==> config.mk <==
export PLATFORM = sky130hd
export DESIGN_NAME = id_ex_pipe
export DESIGN_NICKNAME = d
export VERILOG_FILES = /design/src/rtl/id_ex_pipe_pkg.sv /design/src/rtl/id_ex_pipe_ctrl.sv /design/src/rtl/id_ex_pipe.sv
export SDC_FILE = /design/constraint.sdc
export NUM_CORES = 1
export LEC_CHECK = 0
export CAP_MARGIN = 20
export CORE_MARGIN = 8
export CORE_UTILIZATION = 30
export CTS_CLUSTER_SIZE = 14
export DETAILED_ROUTE_END_ITERATION = 8
export PLACE_DENSITY_LB_ADDON = 0.05
export SLEW_MARGIN = 15
export SYNTH_ARGS = -nofsm -noshare
export SYNTH_HDL_FRONTEND = slang
export SYNTH_SLANG_ARGS = --single-unit
==> constraint.sdc <==
create_clock -name i_clk -period 4.4 [get_ports i_clk]
set_clock_uncertainty 0.15 [all_clocks]
set_input_delay 1.1 -clock i_clk [delete_from_list [all_inputs] [get_ports i_clk]]
set_output_delay 1.1 -clock i_clk [all_outputs]
set_load 0.02 [all_outputs]
==> src/rtl/id_ex_pipe_pkg.sv <==
// id_ex_pipe_pkg: shared pipeline definitions for the ID/EX buffer (NOP encoding, pointer width, payload layout).
package id_ex_pipe_pkg;

    localparam logic [31:0] NOP_INST = 32'h0000_0033;

    function automatic int ptr_w(input int depth);
        return $clog2(depth);
    endfunction

    // inst sits in the low word so a zero-extended NOP_INST is a well-formed bubble
    typedef struct packed {
        logic [31:0] ctrl;
        logic [31:0] imm;
        logic [31:0] pc;
        logic [31:0] inst;
    } id_ex_t;

endpackage

==> src/rtl/id_ex_pipe_ctrl.sv <==
// id_ex_pipe_ctrl: pointers, occupancy and handshake/flush control for the ID/EX FIFO.
module id_ex_pipe_ctrl
    import id_ex_pipe_pkg::*;
#(
    parameter int DEPTH = 2,
    localparam int PW = ptr_w(DEPTH),
    localparam int CW = PW + 1
) (
    input  logic          i_clk,
    input  logic          i_rst_n,
    input  logic          i_vld,
    input  logic          i_hold,
    input  logic          i_flush,
    input  logic          i_rdy,
    output logic          o_rdy,
    output logic          o_vld,
    output logic          o_push,
    output logic [PW-1:0] o_wptr,
    output logic [PW-1:0] o_rptr,
    output logic [CW-1:0] o_count
);

    logic [PW-1:0] wptr_q, wptr_d, rptr_q, rptr_d;
    logic [CW-1:0] count_q, count_d;
    logic          pop;

    // full refuses input even if the head leaves this cycle, keeping o_rdy off i_rdy
    assign o_rdy   = (count_q < CW'(DEPTH)) & ~i_hold;
    assign o_vld   = count_q != '0;
    assign o_push  = i_vld & o_rdy & ~i_flush;
    assign pop     = o_vld & i_rdy & ~i_flush;
    assign o_wptr  = wptr_q;
    assign o_rptr  = rptr_q;
    assign o_count = count_q;

    always_comb begin
        wptr_d  = i_flush ? '0 : wptr_q + PW'(o_push);
        rptr_d  = i_flush ? '0 : rptr_q + PW'(pop);
        count_d = i_flush ? '0 : count_q + CW'(o_push) - CW'(pop);
    end

    always_ff @(posedge i_clk or negedge i_rst_n) begin
        if (!i_rst_n) begin
            wptr_q  <= '0;
            rptr_q  <= '0;
            count_q <= '0;
        end else begin
            wptr_q  <= wptr_d;
            rptr_q  <= rptr_d;
            count_q <= count_d;
        end
    end

endmodule

==> src/rtl/id_ex_pipe.sv <==
// id_ex_pipe: elastic DEPTH-entry ID/EX buffer presenting NOP_DATA when empty.
// Optional ID_EX_PIPE_PERF_EN adds saturating stall/bubble counters.
module id_ex_pipe
    import id_ex_pipe_pkg::*;
#(
    parameter int                 DATA_W   = 128,
    parameter int                 DEPTH    = 2,
    parameter logic [DATA_W-1:0]  NOP_DATA = DATA_W'(NOP_INST),
    localparam int                PW       = ptr_w(DEPTH),
    localparam int                CW       = PW + 1
) (
    input  logic              i_clk,
    input  logic              i_rst_n,
    input  logic              i_vld,
    input  logic [DATA_W-1:0] i_data,
    output logic              o_rdy,
    input  logic              i_hold,
    input  logic              i_flush,
    output logic              o_vld,
    output logic [DATA_W-1:0] o_data,
    input  logic              i_rdy,
    output logic [CW-1:0]     o_count
`ifdef ID_EX_PIPE_PERF_EN
    ,
    output logic [31:0]       o_stall_cnt,
    output logic [31:0]       o_bubble_cnt
`endif
);

    logic              push;
    logic [PW-1:0]     wptr, rptr;
    logic [DATA_W-1:0] mem_q [DEPTH];

    id_ex_pipe_ctrl #(.DEPTH(DEPTH)) u_ctrl (
        .i_clk   (i_clk),
        .i_rst_n (i_rst_n),
        .i_vld   (i_vld),
        .i_hold  (i_hold),
        .i_flush (i_flush),
        .i_rdy   (i_rdy),
        .o_rdy   (o_rdy),
        .o_vld   (o_vld),
        .o_push  (push),
        .o_wptr  (wptr),
        .o_rptr  (rptr),
        .o_count (o_count)
    );

    // payload storage is deliberately unreset; only control state clears
    always_ff @(posedge i_clk) begin
        if (push) mem_q[wptr] <= i_data;
    end

    assign o_data = o_vld ? mem_q[rptr] : NOP_DATA;

`ifdef ID_EX_PIPE_PERF_EN
    logic [31:0] stall_q, stall_d, bubble_q, bubble_d;

    always_comb begin
        stall_d  = stall_q + 32'(i_vld & ~o_rdy & ~i_flush & (stall_q != '1));
        bubble_d = bubble_q + 32'(~o_vld & i_rdy & (bubble_q != '1));
    end

    always_ff @(posedge i_clk or negedge i_rst_n) begin
        if (!i_rst_n) begin
            stall_q  <= '0;
            bubble_q <= '0;
        end else begin
            stall_q  <= stall_d;
            bubble_q <= bubble_d;
        end
    end

    assign o_stall_cnt  = stall_q;
    assign o_bubble_cnt = bubble_q;
`endif

endmodule

==> impl_metrics.ini <==
[outcome]
outcome = complete, no violations

[yosys]
synth_area_leaders = edfxtp_1 77%, mux2i_1 13%, nor2_1 4.8%
synthFlopType = edfxtp_1
synth_edf_count = 256
synth.most_common_cell = edfxtp_1
synth_xor_area_frac = 0.00225
synth_compound_area_frac = 0.000499
synth_warnings = 0
synth.avg_cell_area_um2 = 17.8
yosys-top-cells-count = 256 x edfxtp_1, 129 x nor2_1, 128 x mux2i_1
yosysTopAreaCell = edfxtp_1
seq_area_frac_synth = 0.776
ys_seq_elements = 260
ys_types = 19
async_flop_share = 0.0154
synthCells = 564
synthSimpleGateAreaFrac = 0.0530
synth_fp_nets = 702
synth.area.mux_share = 0.129
synthAdderAreaFrac = 0.00499
synth_top_area_frac = 0.766
synth_top_family_by_area = multiplexers
syn_area_um2 = 10000

[clock_network]
cts_buffers = 29
cts_resized = 0
cts.hold.buffers_added = 0
root_buffer = clkbuf_16
cts_buffer_depth = 3
worst_skew_pair.late_latency_ps = 520
post-cts-setup-buffers = 0
cts_tree = done
cts-htree-levels = 1
clkTransAtPathRegs_ps = 60
clock-sinks = 260

[global_routing]
grt_pass1_vias = 6162
grt_usage = 0.119
grt_max_degree = 64
overflow = 0
busiest_layer = met2
use_met3 = 0.0420
met2_usage = 0.201
grtUsageMet1 = 0.144
antenna_found_initial = 5
grt_pass1_wl_um = 36500

[timing]
relSlewSlack = 0.600
post-route-period-util = 0.892
period_needed_ps = 3920
hold_violations = 0
setup_violations = 0
worstMarginPinSlew_ps = 601
clock.fmax_mhz = 255
whs_ps = 557
rsz0062_at_grt = false
slew_viol_final = 0

[worst_setup_path]
required_ps = 3150
crit_fanout = 30
cp-start-kind = flip-flop
arrival_ps = 2670
end_kind = primary output
critical_path_class = flip-flop to primary output

[drt]
first_iter_violations = 241
viasPerCell = 4.26
routed_wl_um = 24400
wl_per_cell_um = 18.6
firstDrtPassIters = 4
drcViolationCount = 0
ant_nets = 0
vias = 5586

[final_layout]
num_antenna_cells = 0
areaGrowthSynthToFinish_pct = 39.4
fin_util = 0.421
nets = 983
final_layout_size_suffix_gt1_frac = 0.0603

[placed_design]
hpwl_um = 16800
gp_congestion = 0.722
numPortBuffers = 265

[floorplan]
fp.dieArea_um2 = 39500
die_h_um = 199
core.rowCount = 67
ioPinCount = 266
initial_core_util = 0.302
die-width_um = 199
coreArea_um2 = 33200

[power_and_ir_drop]
power.density_nw_per_um2 = 430
leakagePower_nw = 4.44
ir_drop_uv = 319

[run]
drv_cap = 0

[worst_hold_path]
hp-class = flip-flop to flip-flop
-- per-stage QoR --
stage | setup TNS [ps] | instance area, um^2 | setup WS [ps] | cells | power, mW
3_3_place_gp | 0 | 13100 | 793 | 1262 | 3.93
6_report | 0 | 14000 | 476 | 1311 | 6.01
4_1_cts | 0 | 14000 | 400 | 1311 | 6.13
3_5_place_dp | 0 | 13100 | 756 | 1262 | 3.94
5_1_grt | 0 | 14000 | 290 | 1311 | 6.27
2_1_floorplan | -237050 | 10000 | -926 | 564 | 3.44
-- path summary, 6_finish.rpt --
path / depth (start not counted) / from / end / slack, ps
max: 4 / u_ctrl.o_rptr$_DFF_PN0_ / o_data[81] / 480
min: 3 / u_ctrl.o_wptr$_DFF_PN0_ / u_ctrl.o_wptr$_DFF_PN0_ / 560
max reg2reg: 4 / u_ctrl.o_count[1]$_DFF_PN0_ / mem_q[1][42]$_DFFE_PP_ / 1990
min reg2reg: 3 / u_ctrl.o_wptr$_DFF_PN0_ / u_ctrl.o_wptr$_DFF_PN0_ / 560
max in group asynchronous: 1 / i_rst_n / u_ctrl.o_rptr$_DFF_PN0_ / 3300
min in group asynchronous: 1 / i_rst_n / u_ctrl.o_wptr$_DFF_PN0_ / 620
-- kinds of logic after synthesis --
group	count (synthesis)
and+or+nand+nor	137
xor gates and xnor gates	1
AOI/OAI and AO/OA	1
DFF	260
adders and majority gates	4
muxes	129
buffers and inverters	32
-- cells in the final DEF, fill, tap and decap left out --
master and count:
mux2_2 1, clkbuf_1 9, buf_12 8, inv_1 4, clkbuf_16 29, buf_4 5
clkinv_2 3, edfxtp_1 256, nor2_1 129, nor2_4 1, clkinv_1 6, nor2b_1 2
ha_1 2, xnor3_1 1, mux2i_1 128, nand2_1 4, dfrtp_4 1, clkdlybuf4s50_1 265
bufinv_16 1, ha_4 2, dfrtp_1 3, clkinvlp_4 1, o21ai_0 1, nor4b_1 1
-- sequential cells by signal, indices dropped and copies added, names as in the netlist --
register and cells:
mem_q 256, u_ctrl.o_count 2, u_ctrl.o_rptr 1, u_ctrl.o_wptr 1
-- worst max-delay path: stages, from the launching register on --
cell and delay, ps:
dfrtp_4 810, buf_4 400, mux2i_1 120, nor2_1 170, clkdlybuf4s50_1 650
-- area by class of cell --
class                      instances  area, um^2
fill                            3069       19200
tap                              448         561
timing repair buffer             278        2850
multi-input combinational        272        1930
inverter                           4        15.0
clock buffer                      38         759
sequential                       260        7790
clock inverter                    11        75.1
-- per-layer routing --
metal  part of all wire  routed length [um]  vias to the layer above
li1                   -                   -                     2645
met1               0.41               10100                     2716
met2               0.48               11800                      171
met3              0.085                2080                       44
met4              0.015                 371                       10
met5             0.0025                  60                        -
-- where the power goes --
part / internal [mW] / switching [mW]
clock network: 1.25 / 0.893
logic: 0.498 / 0.546
registers: 2.79 / 0.0337
total: 4.54 / 1.47
No activity file was read; power rests on OpenSTA's default activity.
